File: config.mk
export PLATFORM = sky130hd
export DESIGN_NAME = axis_pkt_snooper
export DESIGN_NICKNAME = d
export VERILOG_FILES = /design/src/rtl/axis_pkt_snooper.sv
export SDC_FILE = /design/constraint.sdc
export NUM_CORES = 1
export LEC_CHECK = 0
export ABC_AREA = 1
export CORE_ASPECT_RATIO = 1.4
export CORE_MARGIN = 8
export CORE_UTILIZATION = 25
export DETAILED_ROUTE_END_ITERATION = 8
export GPL_TIMING_DRIVEN = 0
export PLACE_DENSITY_LB_ADDON = 0.3
export REMOVE_ABC_BUFFERS = 1
export SETUP_SLACK_MARGIN = 0.05
export SLEW_MARGIN = 10
export SYNTH_ARGS = -nofsm -noshare
export SYNTH_HDL_FRONTEND = slang
export SYNTH_SLANG_ARGS = --single-unit
File: constraint.sdc
create_clock -name clk -period 7.7 [get_ports clk]
set_input_delay 1.54 -clock clk [delete_from_list [all_inputs] [get_ports clk]]
set_output_delay 1.54 -clock clk [all_outputs]
set_load 0.1 [all_outputs]
File: src/rtl/axis_pkt_snooper.sv
// ---------------------------------------------------------------------------------------------
// axis_pkt_snooper
//
// Passive AXI-Stream tap. It acquires a packet buffer from the downstream arbiter with a
// rdy/ack handshake. It then copies every observed beat into that buffer as one memory word
// and pulses done at end of packet. The stream is never back-pressured. A packet that starts
// while no buffer is held is dropped and counted. A packet longer than the buffer is
// truncated and counted.
//
// Ports:
//   clk, rst     clock; synchronous active-high reset
//   s_tdata      observed stream data
//   s_tkeep      byte enables, contiguous from LSB
//   s_tlast      last beat of packet
//   s_tvalid     stream valid
//   s_tready     stream ready (observed only); a beat is s_tvalid && s_tready
//   rdy          arbiter has a free buffer
//   ack          buffer acquisition request; handshake completes on rdy && ack
//   done_ack     arbiter done acknowledge (unused; done is fire-and-forget)
//   addr         word address of the current write
//   wr_data      write data
//   wr_en        write strobe
//   byte_inc     valid bytes in this word (popcount of tkeep)
//   done         one-cycle end-of-packet pulse, aligned with the last write
//   drop_cnt     packets dropped, saturating
//   trunc_cnt    packets truncated, saturating
// ---------------------------------------------------------------------------------------------
module axis_pkt_snooper #(
    parameter int unsigned SN_ADDR_WIDTH = 8,
    parameter int unsigned DATA_WIDTH    = 64,  // multiple of 8
    parameter int unsigned INC_WIDTH     = 8,   // must hold DATA_WIDTH/8
    parameter int unsigned CNT_WIDTH     = 32
) (
    input  logic                       clk,
    input  logic                       rst,
    input  logic [DATA_WIDTH-1:0]      s_tdata,
    input  logic [DATA_WIDTH/8-1:0]    s_tkeep,
    input  logic                       s_tlast,
    input  logic                       s_tvalid,
    input  logic                       s_tready,
    input  logic                       rdy,
    output logic                       ack,
    input  logic                       done_ack,
    output logic [SN_ADDR_WIDTH-1:0]   addr,
    output logic [DATA_WIDTH-1:0]      wr_data,
    output logic                       wr_en,
    output logic [INC_WIDTH-1:0]       byte_inc,
    output logic                       done,
    output logic [CNT_WIDTH-1:0]       drop_cnt,
    output logic [CNT_WIDTH-1:0]       trunc_cnt
);

    localparam int unsigned KEEP_WIDTH = DATA_WIDTH / 8;
    localparam logic [SN_ADDR_WIDTH-1:0] LAST_ADDR = '1;

    typedef enum logic [1:0] {
        StWaitBuf,  // no buffer held
        StHaveBuf,  // buffer held, no beat of the packet seen yet
        StWriting,  // mid-packet, writing into the held buffer
        StDrop      // discarding the rest of a packet that started without a buffer
    } state_e;

    // ---------------------------------------------------------------------------------------
    // Registers
    // ---------------------------------------------------------------------------------------
    state_e                     r_state;
    logic [SN_ADDR_WIDTH-1:0]   r_wr_ptr;   // address the next beat of this packet lands on
    logic                       r_full;     // last buffer word written, remaining beats discarded
    logic [SN_ADDR_WIDTH-1:0]   r_addr;
    logic [DATA_WIDTH-1:0]      r_wr_data;
    logic                       r_wr_en;
    logic [INC_WIDTH-1:0]       r_byte_inc;
    logic                       r_done;
    logic [CNT_WIDTH-1:0]       r_drop_cnt;
    logic [CNT_WIDTH-1:0]       r_trunc_cnt;

    // ---------------------------------------------------------------------------------------
    // Next-state wires
    // ---------------------------------------------------------------------------------------
    state_e                     w_state_nxt;
    logic [SN_ADDR_WIDTH-1:0]   w_wr_ptr_nxt;
    logic                       w_full_nxt;
    logic [SN_ADDR_WIDTH-1:0]   w_addr_nxt;
    logic [DATA_WIDTH-1:0]      w_wr_data_nxt;
    logic                       w_wr_en_nxt;
    logic [INC_WIDTH-1:0]       w_byte_inc_nxt;
    logic                       w_done_nxt;
    logic                       w_drop_inc;
    logic                       w_trunc_inc;

    logic                       w_beat;
    logic                       w_ack;
    logic [SN_ADDR_WIDTH-1:0]   w_cur_addr;
    logic [INC_WIDTH-1:0]       w_popcnt;
    logic                       w_unused;

    assign w_unused = done_ack;

    assign w_beat = s_tvalid && s_tready;

    // A beat in the acquisition cycle belongs to a packet that already started without a
    // buffer, so the request is withheld to keep that packet from being half-captured.
    assign w_ack = rdy && (r_state == StWaitBuf) && !w_beat;

    // The first beat of a packet always lands on word 0 of the freshly acquired buffer.
    assign w_cur_addr = (r_state == StHaveBuf) ? '0 : r_wr_ptr;

    always_comb begin
        w_popcnt = '0;
        for (int i = 0; i < KEEP_WIDTH; i++) begin
            w_popcnt = w_popcnt + INC_WIDTH'(s_tkeep[i]);
        end
    end

    // ---------------------------------------------------------------------------------------
    // Next-state and write-output logic
    // ---------------------------------------------------------------------------------------
    always_comb begin
        w_state_nxt    = r_state;
        w_wr_ptr_nxt   = r_wr_ptr;
        w_full_nxt     = r_full;
        w_addr_nxt     = r_addr;
        w_wr_data_nxt  = r_wr_data;
        w_wr_en_nxt    = 1'b0;
        w_byte_inc_nxt = r_byte_inc;
        w_done_nxt     = 1'b0;
        w_drop_inc     = 1'b0;
        w_trunc_inc    = 1'b0;

        unique case (r_state)
            StWaitBuf: begin
                if (w_beat) begin
                    w_drop_inc = 1'b1;
                    if (!s_tlast) begin
                        w_state_nxt = StDrop;
                    end
                end else if (w_ack) begin
                    w_state_nxt = StHaveBuf;
                end
            end

            StHaveBuf, StWriting: begin
                if (w_beat) begin
                    if (!r_full) begin
                        w_wr_en_nxt    = 1'b1;
                        w_addr_nxt     = w_cur_addr;
                        w_wr_data_nxt  = s_tdata;
                        w_byte_inc_nxt = w_popcnt;
                        w_wr_ptr_nxt   = w_cur_addr + SN_ADDR_WIDTH'(1);
                        if (w_cur_addr == LAST_ADDR) begin
                            w_full_nxt = 1'b1;
                        end
                    end
                    if (s_tlast) begin
                        // A packet that exactly fills the buffer ends with r_full still
                        // clear, so only beats that arrived after the buffer filled count
                        // as truncation.
                        w_done_nxt   = 1'b1;
                        w_trunc_inc  = r_full;
                        w_full_nxt   = 1'b0;
                        w_wr_ptr_nxt = '0;
                        w_state_nxt  = StWaitBuf;
                    end else begin
                        w_state_nxt = StWriting;
                    end
                end
            end

            StDrop: begin
                if (w_beat && s_tlast) begin
                    w_state_nxt = StWaitBuf;
                end
            end

            default: begin
                w_state_nxt = StWaitBuf;
            end
        endcase
    end

    // ---------------------------------------------------------------------------------------
    // State registers
    // ---------------------------------------------------------------------------------------
    always_ff @(posedge clk) begin
        if (rst) begin
            r_state    <= StWaitBuf;
            r_wr_ptr   <= '0;
            r_full     <= 1'b0;
            r_addr     <= '0;
            r_wr_data  <= '0;
            r_wr_en    <= 1'b0;
            r_byte_inc <= '0;
            r_done     <= 1'b0;
        end else begin
            r_state    <= w_state_nxt;
            r_wr_ptr   <= w_wr_ptr_nxt;
            r_full     <= w_full_nxt;
            r_addr     <= w_addr_nxt;
            r_wr_data  <= w_wr_data_nxt;
            r_wr_en    <= w_wr_en_nxt;
            r_byte_inc <= w_byte_inc_nxt;
            r_done     <= w_done_nxt;
        end
    end

    // Event counters stick at all-ones rather than wrapping.
    always_ff @(posedge clk) begin
        if (rst) begin
            r_drop_cnt  <= '0;
            r_trunc_cnt <= '0;
        end else begin
            if (w_drop_inc && (r_drop_cnt != '1)) begin
                r_drop_cnt <= r_drop_cnt + CNT_WIDTH'(1);
            end
            if (w_trunc_inc && (r_trunc_cnt != '1)) begin
                r_trunc_cnt <= r_trunc_cnt + CNT_WIDTH'(1);
            end
        end
    end

    // ---------------------------------------------------------------------------------------
    // Outputs
    // ---------------------------------------------------------------------------------------
    assign ack       = w_ack;
    assign addr      = r_addr;
    assign wr_data   = r_wr_data;
    assign wr_en     = r_wr_en;
    assign byte_inc  = r_byte_inc;
    assign done      = r_done;
    assign drop_cnt  = r_drop_cnt;
    assign trunc_cnt = r_trunc_cnt;

endmodule

# == After elaboration in Yosys (flattened, before gate mapping) ==
# Index checks and enable logic that the tools add are counted.
# totals
latch_bits,0
memories,0
ff_bits,157
ramBits,0
romBits,0
out_inout_bits,147
word_cells,68
inputBits,79
# classes
magnitude_cmp,0
mux,20
mul,0
addsub,10
n_reduce_logical,14
eq_ne,11
shifts,0
n_div,0
bitwise,3
# ops
cell,count
"32-bit by 1-bit adder with 32-bit output, second input constant",2
"32-bit != test, second input constant",2
8-bit two-way mux,3
2-bit two-way mux,6
1-bit two-way mux,10
7-bit by 1-bit adder with 8-bit output,1
"8-bit by 1-bit adder with 8-bit output, second input constant",1
"8-bit equality test, second input constant",1
6-bit by 1-bit adder with 7-bit output,1
5-bit by 1-bit adder with 6-bit output,1
1-bit logical AND,6
"2-bit != test, second input constant",3
"3-bit != test, second input constant",2
2-bit one-hot mux with 3 select lines,1
3-bit AND reduction,2
4-bit by 1-bit adder with 5-bit output,1
3-bit by 1-bit adder with 4-bit output,1
"2-bit equality test, second input constant",2
4-bit AND reduction,1
2-bit by 1-bit adder with 3-bit output,1
1-bit NOT,3
3-bit OR reduction,1
1-bit by 1-bit adder with 2-bit output,1
"2-bit by 1-bit equality test with 1-bit output, second input constant",1
other kinds (4),4

# == Longest topological paths before layout ==
# logic_depth
depth_word,7
ltp_mapped,12
ltp_nobuf,12

# == Worst setup path after synthesis ==
# Ideal clock, no wire load.
# synth_timing
kind,in2out
from,input s_tvalid
to,output ack
path_buffers,0
path_slack_ns,2.433
stages,3
required_ns,6.160
t_arrival_ns,3.727
cell_sequence,nand2_2 inv_1 nor3_1
# synth_between
elab_chain_cells,3
# synth_rtl
element,line,rtl
from (decl),39,"input logic s_tvalid,"
1-bit logical AND,99,assign w_beat = s_tvalid && s_tready;
1-bit zero test,103,assign w_ack = rdy && (r_state == StWaitBuf) && !w_beat;
1-bit logical AND,103,
to (decl),42,"output logic ack,"
# Every way passes these cells.

# == Final worst setup path ==
# Ends and elaborated chain as after synthesis.

==> metrics.md <==
| Metric | Value |
|---|---|
| Syn_area_per_cell | `6.73 um2` |
| Routability cong. | `about 0.8` |
| Postcts setup bufs | `0` |
| Comb power frac | `0.365` |
| CP endpoint kind | `output port` |
| Yosys reg bits | `between 150 and 200` |
| Die X | `between 150 and 200 um` |
| Vias in the first global route | `7528` |
| Crit-path max FO | `5` |
| Register area share after synthesis | `0.414` |
| Number of synthesized flops with an enable pin | `0` |
| CORE AREA | `~0.029 mm2` |
| Iteration-0 DRC Markers | `about 380` |
| Syn-to-layout area delta | `41.8%` |
| Worst-margin pin slew | `approximately 1.2 ns` |
| CTS Buffer Depth | `2` |
| Drt wl/cell | `about 14 um` |
| Final slew viol count | `0` |
| R2R Path Start | `r_state[0]` |
| Die height | `219 um` |
| Yosys warnings | `0` |
| Final Cycle Share | `0.664` |
| FFs w/ async S/R, synth | `0` |
| Setup crit start kind | `input pin` |
| Maximum vdd drop | `approximately 0.00015 V` |
| Placed Instances | `around 1700` |
| Sequential share of power | `0.330` |
| Clk sinks | `153` |
| # hold bufs at CTS | `0` |
| Most used DFF post-synth | `dfxtp_1` |
| Worst path buffer plus inverter count | `3` |
| CTS resizes | `0` |
| Diodes inserted | `0` |
| Final core utilization | `0.359` |
| Rows | `74` |
| Cell Chain, Critical Path | `clkdlybuf4s50_1 > nand2_2 > inv_1 > nor3_1 > clkdlybuf4s50_1` |
| Top cell by count, worst path | `clkdlybuf4s50_1` |
| FF-to-FF End | `byte_inc[3]` |
| RSZ-0062 raised after global routing | `no` |
| Mux contribution to synthesized area | `0` |
| Initial antenna violation count | `1` |
| PortBufs | `220` |
| Die Footprint | `~0.035 mm2` |
| Pint | `~1.6 mW` |
| Synthesized cell area | `~0.0074 mm2` |
| CTS clk-pin slew, worst paths | `approximately 0.060 ns` |
| Total global-route track usage | `0.135` |
| Main combinational cell family by area after synthesis | `simple AND/OR/NAND/NOR gates` |
| First-pass GRT wire length | `~39000 um` |
| Skew final | `around 0.0085 ns` |
| Max Freq | `~200 MHz` |
| Max-cap violations | `0` |
| Syn Inst Count | `around 1100` |
| CTS root buffer | `clkbuf_16` |
| Clock Power Share | `0.305` |
| Power per cell area | `263 mW/mm2` |
| Reg2Reg Depth | `10` |
| Drt first pass iters | `5` |
| WP data required | `about 6 ns` |
| R2r setup slk | `5.02 ns` |
| # IOs | `around 230` |
| DRC viols | `0` |
| CTS Buf Count | `17` |
| HP Start | `r_wr_ptr[7]` |
| Drt total wl | `23800 um` |
| Post-synthesis compound-gate area fraction | `0.107` |
| Vias per cell | `about 4.5` |
| Commonest cells after routing, fill and taps aside | `nor2_1, clkdlybuf4s50_1, nand2_1` |
| Worst path max stage delay | `1.18 ns` |
| Max_slew headroom | `0.204` |
| TNS Setup | `0 ns` |
| Synth Area in Adders | `0.0261` |
| Final Total Pwr | `between 2 and 3 mW` |
| Net Switching | `1.15 mW` |
| Simple-gate share of the synthesized area | `0.363` |
| Netlist cell types | `31` |
| Non-filler cells, final | `~1700` |
| Hold EP | `r_wr_ptr[7]` |
| Initial Util | `0.253` |
| Layout Nets | `1391` |
| Hold path depth | `2` |
| H-tree depth | `4` |
| Crit path max-delay family | `buffers and inverters` |
| Final Hold Fails | `0` |
| XOR/XNOR share of the synthesized area | `0.00593` |
| Slowest-stage cell, CP | `clkdlybuf4s50_1` |
| Global route overflow | `0` |
| Commonest non-fill, non-tap cell in the layout | `nor2_1` |
| HP Class | `reg -> reg` |
| Status | `complete, no violations` |
| Dpl hpwl | `17100 um` |
| WP data arrival | `3.57 ns` |
| Crit Path Class | `in -> out` |
| Min cycle time layout | `5.11 ns` |
| Leakage | `4.10 nW` |
| Net Sw Frac | `0.418` |
| Vias | `about 7600` |
| Layout cells sized above 1 | `0.0496` |
| Pin count of the biggest net entering global routing | `~110` |
| Skew-Pair Late Insertion Delay | `roughly 0.43 ns` |
| Antenna Nets Post-Route | `0` |
| CTS tree | `built` |
| Endpoints failing setup | `0` |
worst min-delay path: stages, from the launching register on:
cell	delay [ns]
dfxtp_1	0.31
nand2_1	0.06
a21oi_1	0.05
metrics by stage:
step	worst slack, ns	instance area [um2]	hold slack (ns)
2_1_floorplan	2.43	7150	0.439
3_3_place_gp	1.09	9820	0.453
3_5_place_dp	2.59	9910	0.459
4_1_cts	2.58	10500	0.469
5_1_grt	2.46	10500	0.486
6_report	2.59	10500	0.466
cell type report:
| type | count | area [um2] |
|---|---|---|
| fillers | 3107 | 18700 |
| multi-input cells | 809 | 3730 |
| flip-flops and latches | 153 | 3060 |
| repair buffers | 223 | 2280 |
| well taps | 380 | 475 |
| clock buffers | 22 | 474 |
| inverters | 95 | 364 |
| clock inverters | 9 | 97.6 |
metal layers:
layer | vias up | track usage | part of all wire
li1 | 3906 | - | -
met1 | 3498 | 0.150 | 0.42
met2 | 188 | 0.229 | 0.48
met3 | 32 | 0.0503 | 0.071
met4 | 2 | 0.0588 | 0.023
met5 | - | 0 | 0.00055
registers in the layout, summed over array words and instances, names as in the netlist:
signal     flops
wr_data       64
drop_cnt      32
trunc_cnt     32
addr           8
r_wr_ptr       8
byte_inc       4
r_state        2
done           1
r_full         1
wr_en          1
how the worst max path moves through the flow:
stage,cells past startpoint,start,endpoint,slack [ns]
floorplan,3,s_tvalid,ack,2.43
detailed placement,5,s_tready,ack,2.59
finish,5,s_tvalid,ack,2.59
global placement,4,rst,addr[4],1.09
CTS,5,s_tvalid,ack,2.58
global route,5,s_tvalid,ack,2.46
synth_stat cells (7+ instances only):
| library cell | number | area [um2] |
|---|---|---|
| ha_1 | 9 | 113 |
| nor2_1 | 306 | 1150 |
| nor3_1 | 9 | 45.0 |
| nand4_1 | 19 | 119 |
| nand3_2 | 7 | 70.1 |
| inv_1 | 92 | 345 |
| buf_2 | 12 | 60.1 |
| nor2_4 | 7 | 78.8 |
| nand3_1 | 71 | 355 |
| nand2_1 | 194 | 728 |
| a21oi_1 | 64 | 320 |
| o21ai_1 | 7 | 35.0 |
| o21ai_0 | 77 | 385 |
| clkbuf_1 | 19 | 71.3 |
| buf_4 | 7 | 52.6 |
| dfxtp_1 | 153 | 3060 |
cell families (layout without fill, tap and decap cells):
group           count (synthesis)  in the layout
compound gates                156            156
xor+xnor                        5              5
fa+ha+maj                      13             13
buf+inv                       140            349
flops                         153            153
other cells                     1              4
simple gates                  631            631
power groups by stage:
stage | Sequential [mW] | Combinational [mW] | Clock, mW
floorplan | 1.45 | 0.202 | 0
global placement | 0.922 | 1.00 | 0
detailed placement | 0.925 | 1.01 | 0
CTS | 0.910 | 1.01 | 0.871
global route | 0.919 | 1.06 | 0.905
finish | 0.910 | 1.00 | 0.838
Note: power is estimated with default switching activity, not from simulation.
